`config.mk`:
```
export PLATFORM = sky130hd
export DESIGN_NAME = layer_sequencer
export DESIGN_NICKNAME = d
export VERILOG_FILES = /design/src/rtl/layer_sequencer.sv
export SDC_FILE = /design/constraint.sdc
export NUM_CORES = 1
export LEC_CHECK = 0
export CAP_MARGIN = 20
export CORE_AREA = 2 2 316 318
export CTS_CLUSTER_DIAMETER = 200
export CTS_CLUSTER_SIZE = 16
export DETAILED_ROUTE_END_ITERATION = 7
export DIE_AREA = 0 0 318 320
export PLACE_DENSITY = 0.44
export SYNTH_ARGS = -nofsm -noshare
export SYNTH_HDL_FRONTEND = slang
export SYNTH_SLANG_ARGS = --single-unit
```
`constraint.sdc`:
```
create_clock -name clock -period 17.1 [get_ports clock]
set_input_delay 4.275 -clock clock [delete_from_list [all_inputs] [get_ports clock]]
set_output_delay 4.275 -clock clock [all_outputs]
set_load 0.005 [all_outputs]
```
`src/rtl/layer_sequencer.sv`:
```
// Sequences one fully-connected layer. It latches the input vector, pulses start, gathers each neuron's result and presents the vector downstream.
// out_valid follows start by NUM_INPUTS+3 cycles for nominal neurons; in HOLD, in_ready follows out_ready so vectors chain with no idle cycle.
module layer_sequencer #(
  parameter int NUM_INPUTS     = 16,
  parameter int NUM_NEURONS    = 8,
  parameter int TIMEOUT_CYCLES = NUM_INPUTS + 4,
  parameter int INTEGER_WIDTH  = 8,
  parameter int FRACTION_WIDTH = 8
) (
  input  logic                                                 clock,
  input  logic                                                 reset,
  input  logic                                                 in_valid,
  output logic                                                 in_ready,
  input  logic [NUM_INPUTS*(INTEGER_WIDTH+FRACTION_WIDTH)-1:0]  in_data,
  output logic [NUM_INPUTS*(INTEGER_WIDTH+FRACTION_WIDTH)-1:0]  neuron_inputs,
  output logic                                                 neuron_start,
  input  logic [NUM_NEURONS-1:0]                               neuron_done,
  input  logic [NUM_NEURONS*(INTEGER_WIDTH+FRACTION_WIDTH)-1:0] neuron_outputs,
  output logic                                                 out_valid,
  input  logic                                                 out_ready,
  output logic [NUM_NEURONS*(INTEGER_WIDTH+FRACTION_WIDTH)-1:0] out_data,
  output logic                                                 busy,
  output logic                                                 timeout_error,
  output logic [15:0]                                          vector_count
);
  localparam int W  = INTEGER_WIDTH + FRACTION_WIDTH;
  localparam int CW = $clog2(TIMEOUT_CYCLES + 1);

  typedef enum logic [1:0] {IDLE, START, WAIT, HOLD} state_t;

  state_t                 state;
  logic [NUM_NEURONS-1:0] done_mask;
  logic [CW-1:0]          wait_count;
  logic                   accept;
  logic                   all_done;

  assign in_ready = (state == IDLE) || ((state == HOLD) && out_ready);
  assign accept   = in_valid && in_ready;
  // Pulses landing this cycle count towards completion.
  assign all_done = &(done_mask | neuron_done);

  always_ff @(posedge clock or posedge reset) begin
    if (reset) begin
      state         <= IDLE;
      done_mask     <= '0;
      wait_count    <= '0;
      neuron_inputs <= '0;
      neuron_start  <= 1'b0;
      out_valid     <= 1'b0;
      out_data      <= '0;
      busy          <= 1'b0;
      timeout_error <= 1'b0;
      vector_count  <= '0;
    end else begin
      neuron_start <= 1'b0;
      if (accept) neuron_inputs <= in_data;
      unique case (state)
        IDLE: begin
          if (accept) begin
            state        <= START;
            neuron_start <= 1'b1;
            busy         <= 1'b1;
          end
        end
        START: begin
          done_mask  <= '0;
          out_data   <= '0;
          wait_count <= '0;
          state      <= WAIT;
        end
        WAIT: begin
          wait_count <= wait_count + CW'(1);
          for (int i = 0; i < NUM_NEURONS; i++) begin
            if (neuron_done[i] && !done_mask[i]) begin
              out_data[i*W +: W] <= neuron_outputs[i*W +: W];
              done_mask[i]       <= 1'b1;
            end
          end
          if (all_done) begin
            state     <= HOLD;
            out_valid <= 1'b1;
          end else if (wait_count == CW'(TIMEOUT_CYCLES - 1)) begin
            timeout_error <= 1'b1;
            state         <= HOLD;
            out_valid     <= 1'b1;
          end
        end
        HOLD: begin
          if (out_ready) begin
            vector_count <= vector_count + 16'd1;
            out_valid    <= 1'b0;
            if (in_valid) begin
              state        <= START;
              neuron_start <= 1'b1;
            end else begin
              state <= IDLE;
              busy  <= 1'b0;
            end
          end
        end
        default: state <= IDLE;
      endcase
    end
  end
endmodule
```
==> results of run 1 <==
==> path summary, 6_finish.rpt <==
check / from / endpoint / cells past startpoint
max in group asynchronous: reset / out_data[123] / 5
min in group asynchronous: reset / neuron_inputs[41] / 2
worst max register to register: state[1] / neuron_inputs[148] / 7
worst min-delay path: vector_count[15] / vector_count[15] / 1
worst max-delay path: out_ready / in_ready / 4
worst min register to register: vector_count[15] / vector_count[15] / 1
==> layer usage <==
layer	vias to the layer above	wire (um)
met2	528	31700
met5	-	58
li1	5830	-
met4	10	2170
met1	6233	23200
met3	92	5850
==> stage by stage <==
step	worst slack (ns)	area [sq um]	hold slack [ns]	power (mW)	std cells
after floorplan	1.16	17200	0.468	2.71	1279
after global placement	7.15	26400	0.467	3.96	3307
after detailed placement	7.10	26400	0.466	3.98	3307
after CTS	7.09	27200	0.481	4.71	3339
after global routing	7.06	27200	0.516	4.91	3342
final	7.10	27200	0.472	4.62	3342
==> cell usage after synthesis (2+ instances only) <==
| cell type | count |
|---|---|
| a21oi_1 | 2 |
| and2_1 | 2 |
| and3_1 | 10 |
| and4_1 | 2 |
| buf_2 | 19 |
| buf_4 | 2 |
| buf_6 | 26 |
| clkbuf_1 | 24 |
| dfrtp_1 | 419 |
| ha_1 | 7 |
| inv_1 | 19 |
| mux2_2 | 28 |
| mux2_4 | 229 |
| nand2_1 | 274 |
| nand2_2 | 2 |
| nand3_1 | 147 |
| nand4_1 | 3 |
| nor2_1 | 9 |
| o21ai_0 | 24 |
| o22ai_1 | 4 |
| xnor2_1 | 10 |
| xor2_1 | 5 |
==> state kept, by name, indices dropped and copies added, names as in the netlist <==
name           count
neuron_start       1
out_valid          1
state              2
done_mask          8
vector_count      16
busy               1
wait_count         5
neuron_inputs    256
out_data         128
timeout_error      1
==> cell type report <==
| cell class | count | area (sq um) | share of cell area |
|---|---|---|---|
| flip-flops and latches | 419 | 10500 | 0.385 |
| clock buffers | 31 | 776 | 0.0285 |
| multi-input cells | 770 | 6170 | 0.226 |
| inverters | 19 | 78.8 | 0.00289 |
| repair buffers | 812 | 8100 | 0.297 |
| diodes | 3 | 7.51 | 0.000276 |
| well taps | 1287 | 1610 | 0.0591 |
| clock inverters | 1 | 16.3 | 0.000597 |
==> power groups by stage <==
stage,Combinational (mW),Sequential [mW],Clock (mW)
2_1_floorplan,0.974,1.74,0
3_3_place_gp,2.23,1.73,0
3_5_place_dp,2.25,1.73,0
4_1_cts,2.26,1.73,0.725
5_1_grt,2.37,1.78,0.757
6_report,2.21,1.72,0.684
==> kinds of logic (layout without fill, tap and decap cells) <==
logic type	after synthesis	in the layout	share of synthesized area
other	0	3	0
DFF	419	419	0.610
adders and majority gates	7	7	0.00509
xor gates and xnor gates	15	15	0.00764
and+or+nand+nor	452	452	0.113
muxes	258	258	0.219
AOI/OAI and AO/OA	38	38	0.0128
buffers and inverters	90	863	0.0328
==> results.yml, run 1 <==
status:
  outcome: "complete, no violations"
yosys:
  synth_edf_count: 0
  ys_types: 34
  syn_nets: 1682
  syn-mean-instance-area_sq_um: 13.4
  synth.area.top_cells: "dfrtp_1, mux2_4, nand2_1, nand3_1, mux2_2"
  ys.warnings.count: 0
  ys_ff_latch: 419
  postSynthCellCount: 1279
  synth_top_flop_cell: "dfrtp_1"
  synth_top_area_frac: 0.610
  syn_area_sq_um: 17200
  yosysSeqAreaShare: 0.610
  yosys.area.top_type: "dfrtp_1"
  synthArstFlopShare: 1.00
clock_tree:
  cts.repair.resized: 0
  cts_max_path_buffers: 3
  clockRootBuffer: "clkbuf_16"
  cts.hold.buffers_added: 0
  cts_tree: "yes"
  clock_sinks: 419
  h-tree-depth: 1
  clk_latency_ns: 0.63
  clk_pin_slew_ns: 0.07
  post_cts_buffers: 0
  cts_buffers: 30
placed_design:
  hpwl_mm: 47.5
  port_buffers: 800
  gp_congestion: 0.799
setup_path:
  critPathBufInv: 2
  cp_common_cell: "clkdlybuf4s50_1"
  crit_path_start_kind: "primary input"
  cp_max_fo: 4
  worstPathCellList: "clkdlybuf4s50_1, nand2_2, nand2b_2, clkdlybuf4s50_1"
  slowest_delay_ns: 0.60
  worstSetupPathType: "primary input to output port"
  crit_family: "buffers and inverters"
  critPathCaptureType: "output port"
  crit_arrival_ns: 5.72
  crit_required_ns: 12.82
  rrSetupSlack_ns: 13.13
  cp_slowest_cell: "clkdlybuf4s50_1"
layout:
  n_fill_cell: 10100
  area_delta_synth_final_pct: 58.4
  nets: 2455
  mostFrequentLayoutCells: "clkdlybuf4s50_1, dfrtp_1, nand2_1, mux2_4, nand3_1"
  fin_util: 0.278
  layout-drive-gt1-share: 0.149
  layout_commonest_cell: "clkdlybuf4s50_1"
global_routing:
  grt.overflow.total: 0
  grt_use_met2: 0.210
  grt_pass1_vias: 13700
  grt.busiest_layer: "met2"
  grt_util_met3: 0.0458
  grt_use_met1: 0.131
  grt_first_pass_wirelength_mm: 93.2
  antenna_found_initial: 8
  grt_max_degree: 120
  track_usage: 0.119
drt:
  dr.pass1.iters: 5
  drt_wl_total_mm: 62.9
  drt_iter0_markers: 466
  viasPerCell: 3.80
  vias: 12700
  ant_nets: 0
  wl_per_cell_um: 18.8
  drc: 0
sta:
  min_period_over_period: 0.585
  worst_pin_slew_ns: 1.06
  rsz0062_at_grt: "false"
  fin_tns_setup_ns: 0
  finClkSkew_ns: 0.0281
  slew_headroom: 0.295
  max_freq_mhz: 100
  finalCriticalPeriod_ns: 10.0
  hold_viol: 0
  setup_viol: 0
  slew_violations: 0
power_and_ir_drop:
  p_per_area_nw_per_um2: 170
  seqPwrFrac: 0.373
  comb_power_share: 0.479
  clock_power_share: 0.148
  p_sw_mw: 1.43
  power.internal_mw: 3.19
  p_sw_frac: 0.309
  p_leak_nw: 12.4
  ir_drop_mv: 0.0759
die:
  ios: 801
  die_h_um: 320
  coreArea_sq_um: 98000
  dieArea_sq_um: 102000
  num_rows: 115
  start_util: 0.175
  die_x_um: 318
min_path:
  hold_class: "register to register"
run:
  max-cap-violations: 0
No activity file was read; power rests on OpenSTA's default activity.
==> run 2, diff against run 1 <==
==> constraint.sdc (replaced) <==
create_clock -name clock -period 10.05 [get_ports clock]
set_input_delay 2.5125 -clock clock [delete_from_list [all_inputs] [get_ports clock]]
set_output_delay 2.5125 -clock clock [all_outputs]
set_load 0.005 [all_outputs]
==> run 2 against run 1 <==
Critical path depth did not move. Non-clock buffer count shrank 2. Sequential power increased by 70%. Worst hold slack improved by 0.0063 ns. Via count grew 1.0%. Count of clock-buffer cells in the layout unchanged. Setup slack worse by 3.5 ns. Die area stayed put. Global-route usage barely moved. Cell count fell by 0.12%. Largest power group unchanged.
==> results.yml, run 2 (synthesized netlist as in run 1, its figures left out) <==
status:
  outcome: "complete, no violations"
drt:
  viasPerCell: 3.84
  ant_nets: 0
  wl_per_cell_um: 19.0
  drc: 0
  dr.pass1.iters: 5
  drt_wl_total_mm: 63.4
  drt_iter0_markers: 529
  vias: 12800
setup_path:
  rrSetupSlack_ns: 7.06
  reg2reg_depth: 6
  cp_slowest_cell: "clkdlybuf4s50_1"
  worstPathCellList: "clkdlybuf4s50_1, nand2_2, nand2b_2, clkdlybuf4s50_1"
  cp_max_fo: 4
  critPathCaptureType: "output port"
  cp_common_cell: "clkdlybuf4s50_1"
  slowest_delay_ns: 0.57
  rr_startpoint: "state[0]"
  worstSetupPathType: "primary input to output port"
  r2r_end: "neuron_inputs[148]"
  crit_path_start_kind: "primary input"
  crit_arrival_ns: 3.92
  crit_required_ns: 7.54
die:
  num_rows: 115
  ios: 801
  die_h_um: 320
  dieArea_sq_um: 102000
  coreArea_sq_um: 98000
  die_x_um: 318
  start_util: 0.175
min_path:
  whs_endpoint: "vector_count[15]"
  hold_path_depth: 1
  hold_start: "vector_count[15]"
  hold_class: "register to register"
global_routing:
  grt.busiest_layer: "met2"
  grt_util_met3: 0.0472
  antenna_found_initial: 9
  grt_first_pass_wirelength_mm: 93.9
  track_usage: 0.119
  grt_use_met1: 0.131
  grt_pass1_vias: 13900
  grt_max_degree: 153
  grt.overflow.total: 0
  grt_use_met2: 0.207
clock_tree:
  clock_sinks: 419
  clk_pin_slew_ns: 0.07
  cts.repair.resized: 0
  cts_max_path_buffers: 3
  cts.hold.buffers_added: 0
  post_cts_buffers: 0
  h-tree-depth: 1
  cts_tree: "yes"
  clk_latency_ns: 0.62
  cts_buffers: 30
  clockRootBuffer: "clkbuf_16"
layout:
  layout_commonest_cell: "clkdlybuf4s50_1"
  seq_area_sq_um: 10500
  layout-drive-gt1-share: 0.148
  largest_register_ffs: 256
  fin_util: 0.278
  mostFrequentLayoutCells: "clkdlybuf4s50_1, dfrtp_1, nand2_1, mux2_4, nand3_1"
  n_fill_cell: 10000
  stdcell_area_sq_um: 27300
  area_delta_synth_final_pct: 58.5
  largest-register: "neuron_inputs"
  multi_input_area_sq_um: 6170
  final_cells: 3338
  top_regs: "neuron_inputs: 256 flops, out_data: 128 flops, vector_count: 16 flops"
  nets: 2453
sta:
  finClkSkew_ns: 0.0209
  slew_violations: 0
  hold_viol: 0
  slew_headroom: 0.323
  fin_worst_hold_slack_ns: 0.478
  min_period_over_period: 0.640
  worst_pin_slew_ns: 1.01
  rsz0062_at_grt: "false"
  setup_viol: 0
  finalCriticalPeriod_ns: 6.43
  fin_ws_ns: 3.62
  max_freq_mhz: 156
  fin_tns_setup_ns: 0
placed_design:
  place_area_sq_um: 26500
  dp_slack_ns: 3.63
  dp.cells: 3305
  gp_congestion: 0.808
  port_buffers: 800
  hpwl_mm: 47.0
power_and_ir_drop:
  finalPower_mw: 7.90
  p_leak_nw: 12.4
  p_per_area_nw_per_um2: 290
  ir_drop_mv: 0.130
run:
  max-cap-violations: 0
run 2: cell types whose count changed in the layout (fill, tap and decap cells not counted):
cell,before,now
buf_12,0,3
diode_2,3,1
inv_8,1,0
clkinvlp_4,0,1
buf_4,12,7
run 2: cell type report:
type / instances / area share
Tap cell: 1287 / 0.0591
Clock inverter: 1 / 0.000597
Antenna cell: 1 / 0.0000918
Clock buffer: 31 / 0.0285
Inverter: 19 / 0.00275
Sequential cell: 419 / 0.385
Multi-Input combinational cell: 770 / 0.226
Timing Repair Buffer: 810 / 0.298
run 2: worst max path at each step:
stage               from       end  slack (ns)  depth (start not counted)
6_report       out_ready  in_ready        3.62                          4
5_1_grt        out_ready  in_ready        3.59                          4
4_1_cts        out_ready  in_ready        3.63                          4
3_5_place_dp   out_ready  in_ready        3.63                          4
3_3_place_gp   out_ready  in_ready        3.62                          4
2_1_floorplan      reset      busy        1.89                          1
run 2: metal layers:
metal | routed length (um) | up-vias | part of all wire
met5 | 117 | - | 0.0018
met4 | 2480 | 16 | 0.039
met3 | 5710 | 104 | 0.090
met2 | 31200 | 541 | 0.49
met1 | 23800 | 6351 | 0.38
li1 | - | 5814 | -
run 2: critical path, delay by kind of cell:
kind                   cells  cell delay, ns
buffers and inverters      2            1.12
AND/OR/NAND/NOR            2            0.28
run 2: power by group:
part	internal (mW)	switching (mW)	total, mW
Sequential	2.46	0.461	2.93
Clock	0.543	0.623	1.17
Combinational	2.42	1.38	3.80
